File: src/rtl/intadd_acc_reduce.sv
// Streaming saturating-add reduction: folds a burst of 32-bit elements
// into one accumulator and returns it over a valid/ready handshake.
module intadd_acc_reduce #(
    parameter int LEN_W = 8
) (
    input  logic             clk,
    input  logic             rst,
    input  logic             cfg_start,
    input  logic [LEN_W-1:0] cfg_len,
    input  logic [31:0]      cfg_init,
    input  logic             sign_s0,
    input  logic             sign_s1,
    input  logic             i_sign_d,
    input  logic             in_valid,
    output logic             in_ready,
    input  logic [31:0]      in_data,
    output logic             out_valid,
    input  logic             out_ready,
    output logic [31:0]      out_data,
    output logic             out_sat,
    output logic             busy
);

    typedef enum logic [1:0] {
        IDLE,
        ACC,
        DONE
    } state_t;

    state_t           state;
    logic [31:0]      acc;
    logic [LEN_W-1:0] count;
    logic [LEN_W-1:0] len_q;
    logic             sat_q;
    logic             mode_q;
    logic [32:0]      step;
    logic             last;

    // Returns {saturated, clamped_sum}.
    function automatic logic [32:0] sat_add(
        input logic [31:0] a,
        input logic [31:0] b,
        input logic        sgn
    );
        logic [32:0] s;
        logic [32:0] r;
        s = {sgn & a[31], a} + {sgn & b[31], b};
        r = {1'b0, s[31:0]};
        if (sgn) begin
            unique case (s[32:31])
                2'b10:   r = {1'b1, 32'h8000_0000};
                2'b01:   r = {1'b1, 32'h7FFF_FFFF};
                default: r = {1'b0, s[31:0]};
            endcase
        end else if (s[32]) begin
            r = {1'b1, 32'hFFFF_FFFF};
        end
        return r;
    endfunction

    assign step     = sat_add(acc, in_data, mode_q);
    assign last     = (count == len_q - LEN_W'(1));
    assign out_data = acc;
    assign out_sat  = sat_q;

    always_ff @(posedge clk or posedge rst) begin
        if (rst) begin
            state     <= IDLE;
            acc       <= '0;
            count     <= '0;
            len_q     <= '0;
            sat_q     <= 1'b0;
            mode_q    <= 1'b0;
            in_ready  <= 1'b0;
            out_valid <= 1'b0;
            busy      <= 1'b0;
        end else begin
            unique case (state)
                IDLE: begin
                    if (cfg_start) begin
                        acc    <= cfg_init;
                        len_q  <= cfg_len;
                        count  <= '0;
                        sat_q  <= 1'b0;
                        mode_q <= sign_s0 | sign_s1 | i_sign_d;
                        busy   <= 1'b1;
                        if (cfg_len != '0) begin
                            state    <= ACC;
                            in_ready <= 1'b1;
                        end else begin
                            state     <= DONE;
                            out_valid <= 1'b1;
                        end
                    end
                end
                ACC: begin
                    if (in_valid) begin
                        acc   <= step[31:0];
                        sat_q <= sat_q | step[32];
                        count <= count + LEN_W'(1);
                        if (last) begin
                            state     <= DONE;
                            in_ready  <= 1'b0;
                            out_valid <= 1'b1;
                        end
                    end
                end
                DONE: begin
                    // A start arriving with the handshake is dropped.
                    if (out_ready) begin
                        state     <= IDLE;
                        out_valid <= 1'b0;
                        busy      <= 1'b0;
                    end
                end
                default: begin
                    state     <= IDLE;
                    in_ready  <= 1'b0;
                    out_valid <= 1'b0;
                    busy      <= 1'b0;
                end
            endcase
        end
    end

endmodule
File: config.mk
export PLATFORM = sky130hd
export DESIGN_NAME = intadd_acc_reduce
export DESIGN_NICKNAME = d
export VERILOG_FILES = /design/src/rtl/intadd_acc_reduce.sv
export SDC_FILE = /design/constraint.sdc
export NUM_CORES = 1
export LEC_CHECK = 0
export BUFFER_PORTS_ARGS = -buffer_cell sky130_fd_sc_hd__buf_4
export CAP_MARGIN = 0
export CORE_MARGIN = 2
export CORE_UTILIZATION = 45
export CTS_CLUSTER_DIAMETER = 150
export DETAILED_ROUTE_END_ITERATION = 8
export HOLD_SLACK_MARGIN = 0.1
export PLACE_DENSITY = 0.69
export SLEW_MARGIN = 20
export SYNTH_ARGS = -nofsm -noshare
export SYNTH_HDL_FRONTEND = slang
export SYNTH_SLANG_ARGS = --single-unit
File: constraint.sdc
create_clock -name clk -period 8.5 [get_ports clk]
set_clock_uncertainty 0.15 [all_clocks]
set_input_delay 0.425 -clock clk [delete_from_list [all_inputs] [get_ports clk]]
set_output_delay 0.425 -clock clk [all_outputs]
set_load 0.01 [all_outputs]
==> out/summary.txt, run 1 <==
RUN STATUS
----------------------------------------------------------------------------------
Status                                                                   completed

STA
----------------------------------------------------------------------------------
Post-route minimum period                                                  5.51 ns
RSZ-0062 raised after global routing                                            no
Worst slack on hold paths                                                 0.143 ns
Transition time at the pin with the least slew margin                      1.09 ns
Setup TNS                                                                     0 ns
Share of the clock period used by the worst path                             64.9%
Worst max-slew margin expressed relative to the limit                        27.1%
Final Hold Viols                                                                 0
Max Slew Vio Count                                                               0
Setup Viol. Count Final                                                          0
Highest clock rate                                                       0.181 GHz

GLOBAL ROUTE
----------------------------------------------------------------------------------
GR Util All Layers                                                           23.2%
Via count of the first global-routing pass                                    4418
Maximum number of pins on one net before global-route repair                    56
Number of antenna violations at the first check in global routing                0
Global-route wire length before repair                                    21400 um
Total global routing overflow                                                    0

CLOCK TREE
----------------------------------------------------------------------------------
CTS tree                                                                       yes
Post_cts resized                                                                 0
Clock Latency Late Sink                                                    0.31 ns
Hold-fix buffers at CTS                                                          0
Number of clock buffers inserted by TritonCTS                                    5
Clock Tree Buf Depth                                                             2
Post-CTS setup buffer count                                                      0
Clock root buffer master                                                  clkbuf_8
Count of clock tree sinks                                                       55
CTS HTree Levels                                                                 2
Reg clk slew, reported paths                                               0.11 ns

DRT
----------------------------------------------------------------------------------
Per-cell via count in the routed design                                       5.79
Total number of vias                                                          4538
Wirelength per Cell                                                        16.3 um
Total detailed-routing wirelength                                         12700 um
DRC errors left                                                                  0
DRC violation total after the first TritonRoute iteration                      184
Remaining number of nets flagged by the antenna check after routing              0
Iteration count of the initial detailed-routing pass                             4

SETUP PATH
----------------------------------------------------------------------------------
Category of the critical setup timing path                              reg -> reg
Maximum fanout encountered on the critical timing path                          19
Chain of cells forming the critical path                              ha_1 -> fa_1 -> a21o_1 -> a221oi_2 -> a221oi_2 -> a211oi_2 -> o31ai_4 -> a221o_2 -> xor2_1 -> ha_1 -> nor2_1 -> a221oi_1 -> o31ai_4 -> buf_4 -> a21oi_1 -> o31ai_1
Launching element type of the critical path                                   flop
Kind of end point of the critical path                                        flop
Delay of the slowest cell on the worst path                                0.83 ns
Arrival time of the worst setup path                                       5.58 ns
Cell type of the slowest stage on the worst timing path                     nor2_1
Critical path required time                                                8.57 ns

PWR
----------------------------------------------------------------------------------
Power density cells                                                     415 nW/um2
P_leak                                                                     2.61 nW
IR Drop Worst-Case VDD                                                    0.214 mV

PLACED DESIGN
----------------------------------------------------------------------------------
Routability-driven placement congestion ratio                                0.937
HPWL after DPL                                                             9830 um
PortBufs                                                                       115
Number of placed cells counting well taps                                      776

YOSYS
----------------------------------------------------------------------------------
EDFF count, synth                                                                0
Dominant cell by count in the synthesized netlist                          a21oi_1
Top cells by count, synth                                             60 x a21oi_1, 55 x dfrtp_1, 52 x nand2_1
Syn nets                                                                       670
Distinct cell type count after synthesis                                        66
Ranking of synthesized cells by area                                  dfrtp_1 30%, ha_1 9.8%, a21oi_1 6.5%, o21ai_0 5.3%, xnor2_1 4.7%
Post-Synthesis Mean Instance Area                                         8.34 um2
Synthesis Warnings                                                               0
Most common flop cell mapped by yosys                                      dfrtp_1
Flop and latch count out of synthesis                                           55
Asr flop ratio synth                                                          100%
Proportion of synthesized chip area in sequential cells                      29.9%
Share of the synthesized area in the top cell type                           29.9%
Post-Syn Instances                                                             553
Cell Area, Synth                                                          4610 um2
Library cell occupying the most area in the post-synthesis netlist         dfrtp_1

DIE
----------------------------------------------------------------------------------
Full die area                                                            11100 um2
Initial standard-cell utilization of the core                                46.7%
Die width                                                                   105 um
Number of placed I/O pins                                                      116
Area of the placeable core                                                9860 um2
Die Y                                                                       105 um
Number of cell rows                                                             36

CELLS AND AREA
----------------------------------------------------------------------------------
# fillers                                                                      924
Share of final-layout standard cells stronger than drive strength 1          22.6%
Area of the multi-input gates                                             3030 um2
Signed area change from the synthesized netlist to the final layout          21.9%
Final design utilization                                                     57.0%
Number of diodes                                                                 0
Final std cells w/o fill                                                       784
Storage element area                                                      1380 um2
Fin nets                                                                       767

MIN PATH
----------------------------------------------------------------------------------
Path type of the worst min-delay path                                  in -> async

FLOW RUN
----------------------------------------------------------------------------------
Max-cap violations                                                               0

layer usage:
| layer | routed length [um] | part of all wire, % | track usage (%) |
|---|---|---|---|
| met4 | 139 | 1.1 | 4.19 |
| met2 | 5770 | 45 | 37.9 |
| met3 | 851 | 6.7 | 4.21 |
| met5 | 0 | 0 | 0 |
| met1 | 5980 | 47 | 32.6 |
power breakdown:
part	leakage (nW)	internal, mW	switching [mW]	total [mW]
logic	1.90	0.710	0.949	1.66
registers	0.667	0.384	0.140	0.524
clock network	0.0412	0.0581	0.0926	0.151
critical path: cells and delay by family, from the launching register on:
kind	cells	cell delay, ns
AO/OA/AOI/OAI	10	2.40
XOR/XNOR	1	0.28
adder cells (fa/ha/maj)	3	0.96
buffers and inverters	1	0.35
flip-flops	1	0.43
AND/OR/NAND/NOR	1	0.83
placed cells by master, fill, tap and decap left out, types with 5 or more instances in the layout:
cell      instances
nand3_1          12
nor3_1            8
a21o_1           16
nand2_1          52
o31ai_1           5
xor2_1           20
o211ai_1          9
xnor2_1          25
mux2_2            6
o21ai_1           7
o21ai_0          49
nor4_1            6
a31oi_1           5
o22ai_1          12
inv_1            16
nand4_1           5
clkbuf_8          5
nor2_1           40
buf_4           119
ha_1             36
dfrtp_1          55
a21oi_1          60
o21a_1           10
final timing paths:
kind                                   from            to  slack (ns)  depth (start not counted)
worst min-delay path                    rst   out_data[8]        0.14                          3
worst max-delay path            out_data[0]  out_data[13]        2.99                         16
min in group clk                 cfg_len[1]      len_q[1]        0.18                          3
worst min register to register      out_sat       out_sat        0.38                          2
max in group asynchronous               rst  out_data[31]        7.57                          3
worst max register to register  out_data[0]  out_data[13]        2.99                         16
kinds of logic (layout without fill, tap and decap cells):
logic type / count (synthesis) / in the layout / share of synthesized area, %
DFF: 55 / 55 / 29.9
and+or+nand+nor: 154 / 154 / 15.8
adders and majority gates: 37 / 37 / 10.2
muxes: 10 / 10 / 2.33
xor gates and xnor gates: 45 / 45 / 8.55
AOI/OAI and AO/OA: 206 / 206 / 28.4
buffers and inverters: 46 / 144 / 4.78
state kept, by name, indices dropped and copies added, names as in the netlist:
register / flops
len_q: 8
in_ready: 1
out_valid: 1
mode_q: 1
count: 8
out_data: 32
busy: 1
state: 2
out_sat: 1
cell type report:
cell class	instances	share of cell area, %
clock buffers	6	1.29
inverters	17	1.14
clock inverters	2	0.223
repair buffers	119	15.9
flip-flops and latches	55	24.5
well taps	133	2.96
multi-input cells	452	54.0
metrics by stage:
stage,setup slack (ns),cell area [um2],power (mW)
floorplan,4.24,4610,1.71
global placement,3.19,5530,2.12
detailed placement,2.99,5530,2.17
CTS,3.07,5610,2.33
global route,2.70,5620,2.56
finish,2.99,5620,2.33
No activity file was read; power rests on OpenSTA's default activity.
==> inputs of run 2 (changes only) <==
--- a/config.mk
+++ b/config.mk
@@ -12,7 +12,7 @@
 export CTS_CLUSTER_DIAMETER = 150
 export DETAILED_ROUTE_END_ITERATION = 8
 export HOLD_SLACK_MARGIN = 0.1
-export PLACE_DENSITY = 0.69
+export PLACE_DENSITY = 0.72
 export SLEW_MARGIN = 20
 export SYNTH_ARGS = -nofsm -noshare
 export SYNTH_HDL_FRONTEND = slang
==> constraint.sdc (replaced) <==
create_clock -name clk -period 4.6 [get_ports clk]
set_clock_uncertainty 0.15 [all_clocks]
set_input_delay 0.23 -clock clk [delete_from_list [all_inputs] [get_ports clk]]
set_output_delay 0.23 -clock clk [all_outputs]
set_load 0.01 [all_outputs]
==> run 2 against run 1 <==
  * Utilization is 4.6 points higher
  * Worst hold slack got worse by 0.030 ns
  * Critical path type unchanged
  * Critical path depth is the same
  * Die area did not move
==> out/summary.txt, run 2 (synthesized netlist as in run 1, its figures left out) <==
DIE
----------------------------------------------------------------------------------
Area of the placeable core                                                9860 um2
Full die area                                                            11100 um2
Die Y                                                                       105 um
Initial standard-cell utilization of the core                                46.7%
Die width                                                                   105 um
Number of placed I/O pins                                                      116
Number of cell rows                                                             36

SETUP PATH
----------------------------------------------------------------------------------
Critical path required time                                                4.65 ns
Arrival time of the worst setup path                                       4.37 ns
Worst setup path endpoint                                             out_data[20]
Origin of the worst setup path                                         out_data[0]
Maximum fanout encountered on the critical timing path                           9
Kind of end point of the critical path                                        flop
Path depth of the worst reg2reg path                                            16
R2R Setup Slk                                                              0.28 ns
Category of the critical setup timing path                              reg -> reg
Capturing point of the worst reg2reg path                             out_data[20]
Launching element type of the critical path                                   flop
Start of the worst register-to-register path                           out_data[0]

STA
----------------------------------------------------------------------------------
Transition time at the pin with the least slew margin                     0.982 ns
Final Hold Viols                                                                 0
Max Slew Vio Count                                                               0
Post-route minimum period                                                  4.32 ns
Share of the clock period used by the worst path                             93.9%
Setup TNS                                                                     0 ns
Setup Viol. Count Final                                                          0
Highest clock rate                                                       0.232 GHz
RSZ-0062 raised after global routing                                            no
Worst max-slew margin expressed relative to the limit                        34.5%

DRT
----------------------------------------------------------------------------------
Iteration count of the initial detailed-routing pass                             4
DRC errors left                                                                  0
Total detailed-routing wirelength                                         12800 um
DRC violation total after the first TritonRoute iteration                      170
Per-cell via count in the routed design                                       5.60
Wirelength per Cell                                                        15.4 um
Total number of vias                                                          4631
Remaining number of nets flagged by the antenna check after routing              0

CELLS AND AREA
----------------------------------------------------------------------------------
Share of final-layout standard cells stronger than drive strength 1          22.2%
Signed area change from the synthesized netlist to the final layout          31.8%
Max reg flops                                                                   32
Number of diodes                                                                 0
Commonest cells after routing, fill and taps aside                    123 x buf_4, 60 x a21oi_1, 55 x dfrtp_1
Final design utilization                                                     61.6%
Fin nets                                                                       810
Most common library cell in the layout ignoring fill and taps                buf_4

CLOCK TREE
----------------------------------------------------------------------------------
Clock Tree Buf Depth                                                             2
Clock Latency Late Sink                                                    0.31 ns
Reg clk slew, reported paths                                               0.11 ns
Count of clock tree sinks                                                       55
Clock root buffer master                                                  clkbuf_8
CTS tree                                                                       yes
CTS HTree Levels                                                                 2
Number of clock buffers inserted by TritonCTS                                    5

PWR
----------------------------------------------------------------------------------
P_leak                                                                     2.81 nW
Power density cells                                                     731 nW/um2
IR Drop Worst-Case VDD                                                    0.401 mV

MIN PATH
----------------------------------------------------------------------------------
Path type of the worst min-delay path                                    in -> reg

PLACED DESIGN
----------------------------------------------------------------------------------
Routability-driven placement congestion ratio                                0.903
HPWL after DPL                                                             9340 um
PortBufs                                                                       115

GLOBAL ROUTE
----------------------------------------------------------------------------------
Via count of the first global-routing pass                                    4550
Number of antenna violations at the first check in global routing                0
Global-route wire length before repair                                    21400 um
GR Util All Layers                                                           23.1%
Maximum number of pins on one net before global-route repair                    56
Total global routing overflow                                                    0

RUN STATUS
----------------------------------------------------------------------------------
Status                                                                   completed

FLOW RUN
----------------------------------------------------------------------------------
Max-cap violations                                                               0

-- run 2: area by class of cell --
type | count | area, um2
clock inverters | 1 | 7.51
well taps | 133 | 166
clock buffers | 7 | 96.3
multi-input cells | 452 | 3040
inverters | 17 | 63.8
repair buffers | 162 | 1320
fillers | 895 | 3790
flip-flops and latches | 55 | 1380
-- run 2: through the flow --
stage / setup WS, ns / hold slack [ns] / instances / power (mW) / area, um2
global placement: 0.260 / 0.299 / 781 / 4.02 / 5580
global route: 0.00235 / 0.115 / 827 / 4.85 / 6070
detailed placement: 0.172 / 0.298 / 781 / 4.07 / 5580
floorplan: 0.345 / 0.197 / 553 / 3.16 / 4610
finish: 0.282 / 0.113 / 827 / 4.44 / 6070
CTS: 0.154 / 0.109 / 827 / 4.42 / 6060
-- run 2: layer usage --
layer  vias to the layer above  GRT usage, %  share of wire (%)
li1                       2303             -                  -
met1                      2199          30.3                 45
met2                       121          41.3                 49
met3                         8          3.03                5.0
met4                         0          3.71               0.70
met5                         -             0                  0
-- run 2: report_power, final --
part,leakage [nW],internal (mW),switching (mW)
registers,0.667,0.710,0.257
logic,2.09,1.42,1.75
clock network,0.0505,0.138,0.167
total,2.81,2.27,2.17
-- run 2: how the worst min path moves through the flow --
stage / cells past startpoint / slack (ns) / end / startpoint
detailed placement: 3 / 0.30 / len_q[1] / cfg_len[1]
global placement: 3 / 0.30 / len_q[1] / cfg_len[1]
floorplan: 2 / 0.20 / len_q[0] / cfg_len[0]
CTS: 3 / 0.11 / out_data[28] / cfg_init[28]
global route: 3 / 0.12 / out_data[13] / cfg_init[13]
finish: 3 / 0.11 / out_data[28] / cfg_init[28]
-- run 2: timing repair --
item,in CTS,in global routing
endpoints found under the setup margin,0,31
hold endpoints to repair,91,0
hold buffers,38,0
setup buffers,0,0
gates resized for setup,0,1
-- run 2: worst max-delay path, cell delays in order (launching register included) --
cell	delay (ns)
dfrtp_1	0.42
ha_1	0.22
fa_1	0.40
a21o_1	0.22
a221oi_2	0.31
a221oi_2	0.12
a211oi_2	0.36
o31ai_4	0.12
a221o_2	0.39
xor2_1	0.19
ha_1	0.32
nor2_1	0.07
a221oi_2	0.31
o31ai_4	0.13
buf_4	0.19
a21oi_1	0.17
o21ai_0	0.11
==> inputs of run 3 (changes only) <==
--- a/config.mk
+++ b/config.mk
@@ -6,13 +6,12 @@
 export NUM_CORES = 1
 export LEC_CHECK = 0
 export BUFFER_PORTS_ARGS = -buffer_cell sky130_fd_sc_hd__buf_4
-export CAP_MARGIN = 0
 export CORE_MARGIN = 2
 export CORE_UTILIZATION = 45
 export CTS_CLUSTER_DIAMETER = 150
 export DETAILED_ROUTE_END_ITERATION = 8
 export HOLD_SLACK_MARGIN = 0.1
-export PLACE_DENSITY = 0.72
+export PLACE_DENSITY = 0.74
 export SLEW_MARGIN = 20
 export SYNTH_ARGS = -nofsm -noshare
 export SYNTH_HDL_FRONTEND = slang
==> run 3 against run 2 <==
  * Critical path type unchanged
  * Total power shrank 0.61%
  * Largest cell class unchanged
  * Cell count is the same
  * Via count shrank 0.35%
  * Fmax shrank 1.1%
  * Largest power group unchanged
==> out/summary.txt, run 3 (synthesized netlist as in run 1, its figures left out) <==
DRT
----------------------------------------------------------------------------------
Highest metal layer with signal wires                                         met4
Routed met3 length                                                          643 um
M1 WL                                                                      5690 um
DRC errors left                                                                  0
Per-cell via count in the routed design                                       5.58
Total number of vias                                                          4615
Total detailed-routing wirelength                                         12800 um
Wirelength per Cell                                                        15.5 um
DRC violation total after the first TritonRoute iteration                      221
Remaining number of nets flagged by the antenna check after routing              0
Met2 WL                                                                    6290 um
Iteration count of the initial detailed-routing pass                             5

STA
----------------------------------------------------------------------------------
RSZ-0062 raised after global routing                                            no
Worst max-slew margin expressed relative to the limit                        35.1%
Setup Viol. Count Final                                                          0
Worst slack on hold paths                                                 0.130 ns
Final Hold Viols                                                                 0
Setup TNS                                                                     0 ns
Max Slew Vio Count                                                               0
Transition time at the pin with the least slew margin                     0.973 ns
Highest clock rate                                                       0.229 GHz
Post-route minimum period                                                  4.37 ns
Share of the clock period used by the worst path                             94.9%

CLOCK TREE
----------------------------------------------------------------------------------
Reg clk slew, reported paths                                               0.11 ns
Clock Tree Buf Depth                                                             2
Clock root buffer master                                                  clkbuf_8
Number of clock buffers inserted by TritonCTS                                    5
CTS tree                                                                       yes
Post-CTS setup buffer count                                                      0
Clock Latency Late Sink                                                    0.33 ns
CTS HTree Levels                                                                 2
Count of clock tree sinks                                                       55

DIE
----------------------------------------------------------------------------------
Die width                                                                   105 um
Die Y                                                                       105 um
Initial standard-cell utilization of the core                                46.7%
Area of the placeable core                                                9860 um2
Number of cell rows                                                             36
Number of placed I/O pins                                                      116
Full die area                                                            11100 um2

PLACED DESIGN
----------------------------------------------------------------------------------
Cell area after placement                                                 5550 um2
HPWL after DPL                                                             9440 um
PortBufs                                                                       115
Routability-driven placement congestion ratio                                0.934

PWR
----------------------------------------------------------------------------------
P_leak                                                                     2.80 nW
Power density cells                                                     726 nW/um2
IR Drop Worst-Case VDD                                                    0.490 mV

CELLS AND AREA
----------------------------------------------------------------------------------
Storage element area                                                      1380 um2
Area of the multi-input gates                                             3050 um2
Max reg flops                                                                   32
Signed area change from the synthesized netlist to the final layout          31.8%
Number of diodes                                                                 0
Commonest cells after routing, fill and taps aside                    121 x buf_4, 60 x a21oi_1, 55 x dfrtp_1
Final design utilization                                                     61.6%
Most common library cell in the layout ignoring fill and taps                buf_4
Fin nets                                                                       810
# fillers                                                                      822
Final Instance Area                                                       6080 um2
Share of final-layout standard cells stronger than drive strength 1          21.9%

MIN PATH
----------------------------------------------------------------------------------
Path type of the worst min-delay path                                    in -> reg

SETUP PATH
----------------------------------------------------------------------------------
Arrival time of the worst setup path                                       4.39 ns
Maximum fanout encountered on the critical timing path                          15
Delay of the slowest cell on the worst path                                0.45 ns
Category of the critical setup timing path                              reg -> reg
Cell type of the slowest stage on the worst timing path                     or3b_1
Chain of cells forming the critical path                              ha_1 -> a21o_1 -> a31o_2 -> o211ai_1 -> a21oi_1 -> or3b_1 -> a31oi_1 -> o21ai_0 -> a21oi_1 -> xnor2_1 -> ha_1 -> nor2_1 -> a221oi_2 -> o31ai_4 -> buf_4 -> a22oi_1 -> o41ai_1
Critical path required time                                                4.63 ns
Kind of cell adding the most delay to the critical path               compound AO/OA/AOI/OAI gates
Worst path bufs/invs                                                             1
Launching element type of the critical path                                   flop
Kind of end point of the critical path                                        flop

GLOBAL ROUTE
----------------------------------------------------------------------------------
Maximum number of pins on one net before global-route repair                    56
Total global routing overflow                                                    0
Via count of the first global-routing pass                                    4561
Global-route wire length before repair                                    21700 um
GR Util All Layers                                                           23.8%
Number of antenna violations at the first check in global routing                0

RUN STATUS
----------------------------------------------------------------------------------
Status                                                                   completed

FLOW RUN
----------------------------------------------------------------------------------
Max-cap violations                                                               0

[run 3: where the power goes]
| group | switching (mW) | total [mW] | internal [mW] |
|---|---|---|---|
| Combinational | 1.76 | 3.15 | 1.39 |
| Clock | 0.177 | 0.301 | 0.124 |
| Sequential | 0.253 | 0.963 | 0.710 |
[run 3: timing repair]
item / CTS / global route
hold buffers: 40 / 0
hold endpoints to repair: 94 / 0
endpoints found under the setup margin: 0 / 31
resized for setup: 0 / 3
[run 3: layer usage]
layer | global-route usage (%) | vias to the layer above
li1 | - | 2297
met1 | 30.5 | 2173
met2 | 41.1 | 128
met3 | 4.08 | 17
met4 | 6.76 | 0
met5 | 0 | -
[run 3: through the flow]
stage / cells / setup WS (ns) / total power, mW
after floorplan: 553 / 0.345 / 3.16
after global placement: 779 / 0.237 / 3.95
after detailed placement: 779 / 0.101 / 4.04
after CTS: 827 / 0.0299 / 4.39
after global routing: 827 / 0.0175 / 4.84
final: 827 / 0.235 / 4.41
[run 3: worst paths after layout]
path	start	endpoint	slack, ns	depth (start not counted)
worst min-delay path	cfg_init[27]	out_data[27]	0.13	4
min in group asynchronous	rst	out_data[8]	0.49	4
worst max-delay path	out_data[4]	out_data[28]	0.23	17
worst min register to register	out_data[21]	out_data[21]	0.38	2
worst max register to register	out_data[4]	out_data[28]	0.23	17
max in group asynchronous	rst	out_data[26]	3.31	4
[run 3: worst min-delay path: cells and delay by family]
kind	cells	cell delay (ns)
AO/OA/AOI/OAI	2	0.18
AND/OR/NAND/NOR	1	0.08
buffers and inverters	1	0.07
[run 3: layout make-up]
type	count	area share [%]
Clock buffer	6	1.36
Clock inverter	2	0.268
Timing Repair Buffer	162	21.7
Tap cell	133	2.74
Inverter	17	1.05
Sequential cell	55	22.6
Multi-Input combinational cell	452	50.2
